[src/rtl/winner_search_if.sv]
// Bundle between the SOM winner search and its neighbours: distance stream in,
// winner coordinates and the column sweep out.
interface winner_search_if #(
   parameter int DW = 16
);
   logic          start;
   logic          dist_valid;
   logic [DW-1:0] dist_in;
   logic          col_ready;
   logic          busy;
   logic [2:0]    X_c;
   logic [2:0]    Y_c;
   logic [DW-1:0] min_dist;
   logic          win_valid;
   logic [2:0]    X_in;
   logic          col_valid;
   logic          sweep_done;

   // Handshake: a dist_in sample is consumed on every edge where dist_valid=1
   // while searching (no back-pressure). A column beat transfers on every edge
   // where col_valid & col_ready; X_in/col_valid hold until that happens.
   modport master (
      output start, dist_valid, dist_in, col_ready,
      input  busy, X_c, Y_c, min_dist, win_valid, X_in, col_valid, sweep_done
   );

   modport slave (
      input  start, dist_valid, dist_in, col_ready,
      output busy, X_c, Y_c, min_dist, win_valid, X_in, col_valid, sweep_done
   );
endinterface

[src/rtl/winner_search.sv]
// Best-matching-unit search over 64 streamed distances of an 8x8 SOM, followed
// by a handshaked sweep of column indices 0..7 for the downstream stages.
module winner_search #(
   parameter int DW = 16
) (
   input  logic              clk,
   input  logic              rst,
   winner_search_if.slave    bus,
   output logic [1:0]        o_dbg_state
);

   typedef enum logic [1:0] {
      S_IDLE   = 2'd0,
      S_SEARCH = 2'd1,
      S_SWEEP  = 2'd2
   } state_t;

   state_t        r_state;
   logic [5:0]    r_cnt;
   logic [DW-1:0] r_best;
   logic [2:0]    r_best_x;
   logic [2:0]    r_best_y;
   logic          r_busy;
   logic [2:0]    r_x_c;
   logic [2:0]    r_y_c;
   logic [DW-1:0] r_min_dist;
   logic          r_win_valid;
   logic [2:0]    r_x_in;
   logic          r_col_valid;
   logic          r_sweep_done;

   logic          w_take;
   logic [DW-1:0] w_best_d;
   logic [2:0]    w_best_x;
   logic [2:0]    w_best_y;

   // Strict compare so ties keep the earliest neuron; sample 0 always seeds.
   always_comb begin
      w_take   = (r_cnt == 6'd0) || (bus.dist_in < r_best);
      w_best_d = r_best;
      w_best_x = r_best_x;
      w_best_y = r_best_y;
      if (w_take) begin
         w_best_d = bus.dist_in;
         w_best_x = r_cnt[5:3];
         w_best_y = r_cnt[2:0];
      end
   end

   always_ff @(posedge clk) begin
      if (rst) begin
         r_state      <= S_IDLE;
         r_cnt        <= 6'd0;
         r_best       <= '0;
         r_best_x     <= 3'd0;
         r_best_y     <= 3'd0;
         r_busy       <= 1'b0;
         r_x_c        <= 3'd0;
         r_y_c        <= 3'd0;
         r_min_dist   <= '0;
         r_win_valid  <= 1'b0;
         r_x_in       <= 3'd0;
         r_col_valid  <= 1'b0;
         r_sweep_done <= 1'b0;
      end else begin
         r_win_valid  <= 1'b0;
         r_sweep_done <= 1'b0;
         case (r_state)
            S_IDLE: begin
               if (bus.start) begin
                  r_state <= S_SEARCH;
                  r_cnt   <= 6'd0;
                  r_busy  <= 1'b1;
               end
            end
            S_SEARCH: begin
               if (bus.dist_valid) begin
                  r_cnt    <= r_cnt + 6'd1;
                  r_best   <= w_best_d;
                  r_best_x <= w_best_x;
                  r_best_y <= w_best_y;
                  // Publish from the next-best values so sample 63 is included.
                  if (r_cnt == 6'd63) begin
                     r_x_c       <= w_best_x;
                     r_y_c       <= w_best_y;
                     r_min_dist  <= w_best_d;
                     r_win_valid <= 1'b1;
                     r_state     <= S_SWEEP;
                     r_x_in      <= 3'd0;
                     r_col_valid <= 1'b1;
                  end
               end
            end
            S_SWEEP: begin
               if (r_col_valid && bus.col_ready) begin
                  if (r_x_in == 3'd7) begin
                     r_state      <= S_IDLE;
                     r_col_valid  <= 1'b0;
                     r_x_in       <= 3'd0;
                     r_busy       <= 1'b0;
                     r_sweep_done <= 1'b1;
                  end else begin
                     r_x_in <= r_x_in + 3'd1;
                  end
               end
            end
            default: begin
               r_state     <= S_IDLE;
               r_busy      <= 1'b0;
               r_col_valid <= 1'b0;
            end
         endcase
      end
   end

   assign bus.busy       = r_busy;
   assign bus.X_c        = r_x_c;
   assign bus.Y_c        = r_y_c;
   assign bus.min_dist   = r_min_dist;
   assign bus.win_valid  = r_win_valid;
   assign bus.X_in       = r_x_in;
   assign bus.col_valid  = r_col_valid;
   assign bus.sweep_done = r_sweep_done;
   assign o_dbg_state    = r_state;

endmodule

[src/flat_wrapper.sv]
// flat-port wrapper written by rule: the top's interface ports become plain ports
module winner_search_flat 
#(
   parameter int DW = 16
)
  (clk, rst, o_dbg_state, bus_start, bus_dist_valid, bus_dist_in, bus_col_ready, bus_busy, bus_X_c, bus_Y_c, bus_min_dist, bus_win_valid, bus_X_in, bus_col_valid, bus_sweep_done);
  winner_search_if #(.DW(DW)) bus_i ();
  input  logic clk;
  input  logic rst;
  output logic [1:0] o_dbg_state;
  input wire logic [$bits(bus_i.start)-1:0] bus_start;
  input wire logic [$bits(bus_i.dist_valid)-1:0] bus_dist_valid;
  input wire logic [$bits(bus_i.dist_in)-1:0] bus_dist_in;
  input wire logic [$bits(bus_i.col_ready)-1:0] bus_col_ready;
  output wire logic [$bits(bus_i.busy)-1:0] bus_busy;
  output wire logic [$bits(bus_i.X_c)-1:0] bus_X_c;
  output wire logic [$bits(bus_i.Y_c)-1:0] bus_Y_c;
  output wire logic [$bits(bus_i.min_dist)-1:0] bus_min_dist;
  output wire logic [$bits(bus_i.win_valid)-1:0] bus_win_valid;
  output wire logic [$bits(bus_i.X_in)-1:0] bus_X_in;
  output wire logic [$bits(bus_i.col_valid)-1:0] bus_col_valid;
  output wire logic [$bits(bus_i.sweep_done)-1:0] bus_sweep_done;
  assign bus_i.start = bus_start;
  assign bus_i.dist_valid = bus_dist_valid;
  assign bus_i.dist_in = bus_dist_in;
  assign bus_i.col_ready = bus_col_ready;
  assign bus_busy = bus_i.busy;
  assign bus_X_c = bus_i.X_c;
  assign bus_Y_c = bus_i.Y_c;
  assign bus_min_dist = bus_i.min_dist;
  assign bus_win_valid = bus_i.win_valid;
  assign bus_X_in = bus_i.X_in;
  assign bus_col_valid = bus_i.col_valid;
  assign bus_sweep_done = bus_i.sweep_done;
  winner_search #(.DW(DW)) u_core (.clk(clk), .rst(rst), .bus(bus_i), .o_dbg_state(o_dbg_state));
endmodule
[config.mk]
export PLATFORM = sky130hd
export DESIGN_NAME = winner_search_flat
export DESIGN_NICKNAME = d
export VERILOG_FILES = /design/src/rtl/winner_search_if.sv /design/src/rtl/winner_search.sv /design/src/flat_wrapper.sv
export SDC_FILE = /design/constraint.sdc
export NUM_CORES = 1
export LEC_CHECK = 0
export CAP_MARGIN = 30
export CORE_ASPECT_RATIO = 0.5
export CORE_UTILIZATION = 45
export CTS_CLUSTER_SIZE = 28
export DETAILED_ROUTE_END_ITERATION = 6
export HOLD_SLACK_MARGIN = 0.03
export PLACE_DENSITY = 0.7
export SYNTH_ARGS = -nofsm -noshare
export SYNTH_HDL_FRONTEND = slang
export SYNTH_SLANG_ARGS = --single-unit
[constraint.sdc]
create_clock -name clk -period 5 [get_ports clk]
set_clock_uncertainty 0.05 [all_clocks]
set_input_delay 1 -clock clk [delete_from_list [all_inputs] [get_ports clk]]
set_output_delay 1 -clock clk [all_outputs]
set_load 0.01 [all_outputs]
==> metrics.md, run 1 <==
| Metric | Value |
|---|---|
| Run status | `finished, final reports clean` |
| Period utilisation layout | `between 70% and 80%` |
| Final number of setup-violating endpoints | `0` |
| Sequential cell area | `about 1200 µm²` |
| Top post-synthesis cells by area | `sky130_fd_sc_hd__dfxtp_1 39%, sky130_fd_sc_hd__mux2i_1 14%, sky130_fd_sc_hd__nand2b_1 8.9%, sky130_fd_sc_hd__ha_1 7.9%, sky130_fd_sc_hd__a211oi_1 6.0%` |
| Via count | `approximately 2,400` |
| TNS Setup | `0 ns` |
| Initial standard-cell utilization of the core | `a little under 50%` |
| Clock slew seen by the registers of the worst setup and hold paths | `roughly 0.05 ns` |
| Register bit count reported by yosys | `just under 60` |
| Sink Count | `59` |
| Data arrival time of the critical path | `between 3 and 4 ns` |
| Post-route DRC | `0` |
| Number of nets in the layout | `a little over 400` |
| Synth async-reset ratio | `0%` |
| Leakage component of the power | `1.37 nW` |
| Area added between synthesis and finish | `29.3%` |
| Final slew viol count | `0` |
| Pin count of the biggest net entering global routing | `60` |
| All-Layer GR Usage | `between 10% and 20%` |
| Most common cell after layout, fill and taps aside | `sky130_fd_sc_hd__dfxtp_1` |
| Area of the core region | `6280 µm²` |
| Kind of capture point of the worst setup path | `flop` |
| Pre-CTS setup slack | `between 1 and 1.5 ns` |
| Number of global-route vias before repair | `approximately 2,300` |
| Worst-case clock buffer depth | `2` |
| Slack of the critical path | `approximately 1.5 ns` |
| Sum of overflow across all layers after global routing | `0` |
| Combinational Power Share | `about 8.8%` |
| Width of the chip | `between 100 and 150 µm` |
| Vias per cell | `between 5 and 6` |
| Required time at the endpoint of the critical path | `5.20 ns` |
| HPWL Detailed | `4.30 mm` |
| Largest driver fanout on the critical path | `16` |
| Minimum clock period after layout | `roughly 3.5 ns` |
| Drt total wl | `around 6 mm` |
| Antenna viol nets, final | `0` |
| Synthesis warning total | `0` |
| Combined area of the multi-input logic cells | `~1700 µm²` |
| Cell type of the slowest stage on the worst timing path | `sky130_fd_sc_hd__clkdlybuf4s50_1` |
| Number of resized instances in the post-cts repair step | `0` |
| Post-synth EDFFs | `0` |
| Number of H-tree levels | `3` |
| Largest delay share family, worst path | `compound AO/OA/AOI/OAI gates` |
| Number of clock buffers inserted by TritonCTS | `9` |
| Row count | `20` |
| Worst setup path category | `in -> reg` |
| Power Dens Cells | `between 300 and 400 nW/µm²` |
| Cells after Synth | `328` |
| Global-route wire length before repair | `between 10 and 15 mm` |
| Height of the chip | `about 60 µm` |
| Detailed-route wire length per cell | `12.9 µm` |
| Antenna violations before repair | `0` |
| Fraction of final layout cells with drive strength greater than 1 | `7.11%` |
| Number of unique standard cell types used by synthesis | `39` |
| Actual transition at the worst max-transition pin | `between 0.4 and 0.5 ns` |
| TritonCTS clock tree | `built` |
| Final weighted congestion in routability-driven placement | `around 0.72` |
| IR Drop Worst-Case VDD | `0.000160 V` |
| Syn nets | `~370` |
| Number of cells after detailed placement | `452` |
| Full die area | `slightly above 7000 µm²` |
| Area share of the largest cell type after synthesis | `39.0%` |
| Post-synth design cell area | `slightly above 3000 µm²` |
| Sw Ratio | `approximately 21%` |
| Buffer and inverter count on the worst path | `2` |
| Top achievable clock speed | `roughly 0.28 GHz` |
| Post-synthesis average cell area | `9.23 µm²` |
| Number of max-cap violations | `0` |
| Worst path max stage delay | `around 0.47 ns` |
| Antenna Diode Count | `0` |
| Quantity of I/O buffers inserted on ports | `51` |
| Sort of element at the start of the critical path | `primary input` |
| Pre-antenna DRT Iters | `4` |
| Number of buffers inserted to repair setup after CTS | `0` |
| Dominant cell type by area after synthesis | `sky130_fd_sc_hd__dfxtp_1` |
| Number of DRC markers in iteration 0 | `95` |
| Count of endpoints failing hold in the final timing report | `0` |
| Cell at the root of the clock tree | `sky130_fd_sc_hd__clkbuf_16` |
| Power share of the clock group | `53.8%` |
| Finished Layout Cells | `approximately 470` |
| Max-slew headroom at the worst pin | `about two thirds` |
| RSZ-0062 raised after global routing | `false` |
| Switching power total | `between 0.2 and 0.3 mW` |
| Highest-count cells in the layout ignoring fill and taps | `59 x sky130_fd_sc_hd__dfxtp_1, 50 x sky130_fd_sc_hd__clkdlybuf4s50_1, 43 x sky130_fd_sc_hd__nand2b_1` |
| Share of total power in sequential cells | `37.4%` |
| Sequential cell area fraction in the yosys report | `39.0%` |
| Number of fill cells | `between 500 and 600` |
| Post-CTS Hold Fix Bufs | `0` |
| Count of pins on the block boundary | `52` |
| Classification of the worst-slack hold path | `reg -> reg` |
| Ordered list of cells on the worst path | `clkdlybuf4s50_1, ha_1, a2111o_1, a32oi_2, a31oi_4, nor2b_2, buf_4, mux2i_1` |
| Cell Int Power | `1.04 mW` |
| Clock latency at the later pin of the worst-skew pair | `between 0.3 and 0.4 ns` |
| Dominant synthesized flop cell | `sky130_fd_sc_hd__dfxtp_1` |
==> power groups by stage <==
stage / registers (mW) / clock network (mW) / logic [mW]
floorplan: 0.495 / 0 / 0.0817
global placement: 0.497 / 0 / 0.111
detailed placement: 0.497 / 0 / 0.115
CTS: 0.488 / 0.719 / 0.116
global route: 0.488 / 0.743 / 0.127
finish: 0.488 / 0.702 / 0.115
==> final cells by class <==
type,count,share of cell area [%]
Sequential cell,59,30.2
Tap cell,88,2.81
Clock buffer,11,6.20
Timing Repair Buffer,55,14.0
Multi-Input combinational cell,231,42.4
Clock inverter,5,2.56
Inverter,19,1.82
==> routing by layer <==
| layer | vias to the layer above | GRT usage, % | wire length (µm) |
|---|---|---|---|
| met5 | - | 0 | 0 |
| met4 | 0 | 8.79 | 95 |
| met3 | 10 | 6.87 | 213 |
| met2 | 36 | 33.3 | 2760 |
| met1 | 1106 | 22.1 | 2980 |
| li1 | 1233 | - | - |
==> Yosys cell counts, types with 3 or more instances <==
cell type                  number
sky130_fd_sc_hd__xor2_1         3
sky130_fd_sc_hd__nand3_1       11
sky130_fd_sc_hd__nor4_1         4
sky130_fd_sc_hd__inv_1         18
sky130_fd_sc_hd__a211oi_1      24
sky130_fd_sc_hd__nand2_1        7
sky130_fd_sc_hd__a21oi_1        9
sky130_fd_sc_hd__a31oi_1        3
sky130_fd_sc_hd__clkbuf_1      13
sky130_fd_sc_hd__mux2i_1       41
sky130_fd_sc_hd__nand2b_1      43
sky130_fd_sc_hd__dfxtp_1       59
sky130_fd_sc_hd__ha_1          19
sky130_fd_sc_hd__nor2_1        41
sky130_fd_sc_hd__nor3_1         4
==> path summary, 6_finish.rpt <==
path	slack [ns]	depth (start not counted)	startpoint	end
max	1.47	8	bus_dist_in[1]	u_core.r_best[3]
max reg2reg	2.25	8	u_core.r_best[1]	u_core.r_best[3]
min reg2reg	0.42	2	u_core.r_best_y[1]	u_core.r_best_y[1]
min	0.42	2	u_core.r_best_y[1]	u_core.r_best_y[1]
==> cells by family (layout without fill, tap and decap cells) <==
family,Yosys count,in the layout,share of synthesized area [%]
and+or+nand+nor,119,119,20.3
DFF,59,59,39.0
AOI/OAI and AO/OA,48,48,11.8
muxes,41,41,13.6
buffers and inverters,38,90,6.32
adders and majority gates,19,19,7.85
xor gates and xnor gates,4,4,1.16
==> metrics by stage <==
stage / total power, mW / hold WS [ns] / util, % / instance area (µm²)
floorplan: 0.576 / 0.398 / - / 3030
global placement: 0.608 / 0.410 / 56.5 / 3550
detailed placement: 0.612 / 0.418 / 56.9 / 3570
CTS: 1.32 / 0.427 / 62.3 / 3910
global route: 1.36 / 0.444 / 62.3 / 3910
finish: 1.31 / 0.423 / 62.3 / 3910
==> registers in the layout, indices dropped and copies added, names as in the netlist <==
| register | cells |
|---|---|
| u_core.bus.X_c | 3 |
| u_core.bus.sweep_done | 1 |
| u_core.bus.X_in | 3 |
| u_core.bus.min_dist | 16 |
| u_core.r_cnt | 6 |
| u_core.r_best | 16 |
| u_core.r_best_x | 3 |
| u_core.bus.Y_c | 3 |
| u_core.bus.busy | 1 |
| u_core.r_best_y | 3 |
| u_core.bus.col_valid | 1 |
| u_core.o_dbg_state | 2 |
| u_core.bus.win_valid | 1 |
==> worst register-to-register path, stage by stage (launching register included) <==
cell and delay, ns:
sky130_fd_sc_hd__dfxtp_1 0.35, sky130_fd_sc_hd__inv_1 0.06, sky130_fd_sc_hd__ha_1 0.27, sky130_fd_sc_hd__a2111o_1 0.38
sky130_fd_sc_hd__a32oi_2 0.30, sky130_fd_sc_hd__a31oi_4 0.25, sky130_fd_sc_hd__nor2b_2 0.39, sky130_fd_sc_hd__buf_4 0.38
sky130_fd_sc_hd__mux2i_1 0.25
Power figures use the tool's default switching activity.
==> inputs of run 2 (changes only) <==
Settings changed: PLACE_DENSITY 0.7 to 0.72.
Clock period 5 ns to 2.9 ns, I/O delays scaled along.
==> metrics.md, run 2 (synthesis results as in run 1) <==
| Metric | Value |
|---|---|
| RSZ-0062 raised after global routing | `false` |
| Depth of the worst register-to-register path | `9` |
| Clock latency at the later pin of the worst-skew pair | `around 0.33 ns` |
| Number of DRC markers in iteration 0 | `116` |
| Drt total wl | `~6.4 mm` |
| Switching power total | `approximately 0.50 mW` |
| Quantity of I/O buffers inserted on ports | `51` |
| Share of total power in sequential cells | `39.9%` |
| Number of cells after detailed placement | `461` |
| Cell at the root of the clock tree | `sky130_fd_sc_hd__clkbuf_16` |
| Largest driver fanout on the critical path | `8` |
| Top achievable clock speed | `0.378 GHz` |
| Antenna viol nets, final | `0` |
| Antenna Diode Count | `0` |
| Origin of the worst setup path | `bus_dist_in[14]` |
| Number of max-cap violations | `0` |
| Number of H-tree levels | `3` |
| Worst-case clock buffer depth | `2` |
| Final slew viol count | `0` |
| Number of buffers inserted to repair setup after CTS | `0` |
| Global-route wire length before repair | `between 10 and 15 mm` |
| Data arrival time of the critical path | `around 2.8 ns` |
| Most common cell after layout, fill and taps aside | `sky130_fd_sc_hd__dfxtp_1` |
| Finished Layout Cells | `about 480` |
| Minimum clock period after layout | `between 2 and 3 ns` |
| Fraction of final layout cells with drive strength greater than 1 | `around a tenth` |
| All-Layer GR Usage | `about a fifth` |
| Number of global-route vias before repair | `approximately 2,400` |
| Post-route DRC | `0` |
| TNS Setup | `0 ns` |
| Cell count of the worst hold path | `2` |
| Antenna violations before repair | `0` |
| Area of the core region | `~6300 µm²` |
| Classification of the worst-slack hold path | `reg -> reg` |
| Initial standard-cell utilization of the core | `roughly half` |
| FF-to-FF Start | `u_core.r_best[15]` |
| Area added between synthesis and finish | `29.8%` |
| Worst setup path category | `in -> reg` |
| Detailed-route wire length per cell | `13.4 µm` |
| Pre-antenna DRT Iters | `4` |
| Highest-count cells in the layout ignoring fill and taps | `59 x sky130_fd_sc_hd__dfxtp_1, 50 x sky130_fd_sc_hd__clkdlybuf4s50_1, 43 x sky130_fd_sc_hd__nand2b_1` |
| Sw Ratio | `a little under a quarter` |
| Width of the chip | `approximately 120 µm` |
| Required time at the endpoint of the critical path | `3.04 ns` |
| Pre-CTS setup slack | `-0.0728 ns` |
| Count of pins on the block boundary | `52` |
| TritonCTS clock tree | `built` |
| Number of resized instances in the post-cts repair step | `0` |
| Number of nets in the layout | `between 400 and 500` |
| Leakage component of the power | `about 1.4 nW` |
| Pin count of the biggest net entering global routing | `42` |
| Actual transition at the worst max-transition pin | `between 0.5 and 0.6 ns` |
| HPWL Detailed | `between 4 and 5 mm` |
| Clock slew seen by the registers of the worst setup and hold paths | `roughly 0.050 ns` |
| Kind of capture point of the worst setup path | `flop` |
| Post-CTS Hold Fix Bufs | `0` |
| Max-slew headroom at the worst pin | `roughly 63%` |
| Row count | `20` |
| Sum of overflow across all layers after global routing | `0` |
| Count of endpoints failing hold in the final timing report | `0` |
| Run status | `finished, final reports clean` |
| Height of the chip | `approximately 60 µm` |
| Sort of element at the start of the critical path | `primary input` |
| Power share of the clock group | `50.1%` |
| Final number of setup-violating endpoints | `0` |
| Number of clock buffers inserted by TritonCTS | `9` |
| IR Drop Worst-Case VDD | `0.000249 V` |
| Cell Int Power | `between 1.5 and 2 mW` |
| Vias per cell | `roughly 5.2` |
| Full die area | `a little over 7000 µm²` |
| Sink Count | `between 50 and 60` |
| Power Dens Cells | `about 540 nW/µm²` |
| Combinational Power Share | `about a tenth` |
| Final weighted congestion in routability-driven placement | `roughly 0.8` |
| Period utilisation layout | `between 90% and 100%` |
| Via count | `roughly 2,500` |
| Worst hold path startpoint | `u_core.r_best_x[1]` |
| Slack of the critical path | `about 0.25 ns` |
-- run 2: cell count changes in the layout (fill, tap and decap cells not counted), sizes merged --
cell      before  now
buf            5   14
bufinv         3    1
clkbuf        11    9
clkinv         2    1
clkinvlp       0    4
inv           19   20
-- run 2: worst max-delay path, cell delays in order --
cell and delay, ns:
sky130_fd_sc_hd__clkdlybuf4s50_1 0.47, sky130_fd_sc_hd__ha_1 0.33, sky130_fd_sc_hd__nand4_1 0.14, sky130_fd_sc_hd__nor3_2 0.26, sky130_fd_sc_hd__a32oi_2 0.17, sky130_fd_sc_hd__a31oi_4 0.27, sky130_fd_sc_hd__buf_4 0.25, sky130_fd_sc_hd__mux2i_1 0.23
sky130_fd_sc_hd__a211oi_1 0.09
-- run 2: final timing paths --
path	end	slack [ns]
setup / recovery	u_core.bus.min_dist[9]	0.25
setup reg to reg	u_core.bus.min_dist[9]	0.61
hold reg to reg	u_core.r_best_x[1]	0.43
hold / removal	u_core.r_best_x[1]	0.43
-- run 2: final cells by class --
| class | instances | area (µm²) |
|---|---|---|
| clock buffer | 9 | 225 |
| fill | 523 | 2350 |
| clock inverter | 7 | 77.6 |
| timing repair buffer | 64 | 603 |
| multi-input combinational | 231 | 1660 |
| sequential | 59 | 1180 |
| inverter | 19 | 71.3 |
| tap | 88 | 110 |
-- run 2: power by group through the flow --
stage | sequential, mW | combinational (mW) | clock, mW
2_1_floorplan | 0.853 | 0.141 | 0
5_1_grt | 0.842 | 0.235 | 1.12
3_5_place_dp | 0.857 | 0.208 | 0
3_3_place_gp | 0.857 | 0.201 | 0
6_report | 0.840 | 0.210 | 1.06
4_1_cts | 0.840 | 0.213 | 1.07
-- run 2: stage by stage --
stage	total power, mW	utilization, %	area (µm²)	hold slack [ns]
global placement	1.06	57.7	3630	0.408
floorplan	0.994	-	3030	0.398
global route	2.20	62.5	3930	0.447
CTS	2.13	62.5	3930	0.430
detailed placement	1.06	57.7	3630	0.420
finish	2.11	62.5	3930	0.426
-- run 2: layer usage --
layer,vias to the layer above,routed length [µm],global-route usage (%)
met4,0,127,8.79
met3,16,224,5.73
met1,1154,3130,24.7
met5,-,0,0
met2,47,2930,34.5
li1,1253,-,-
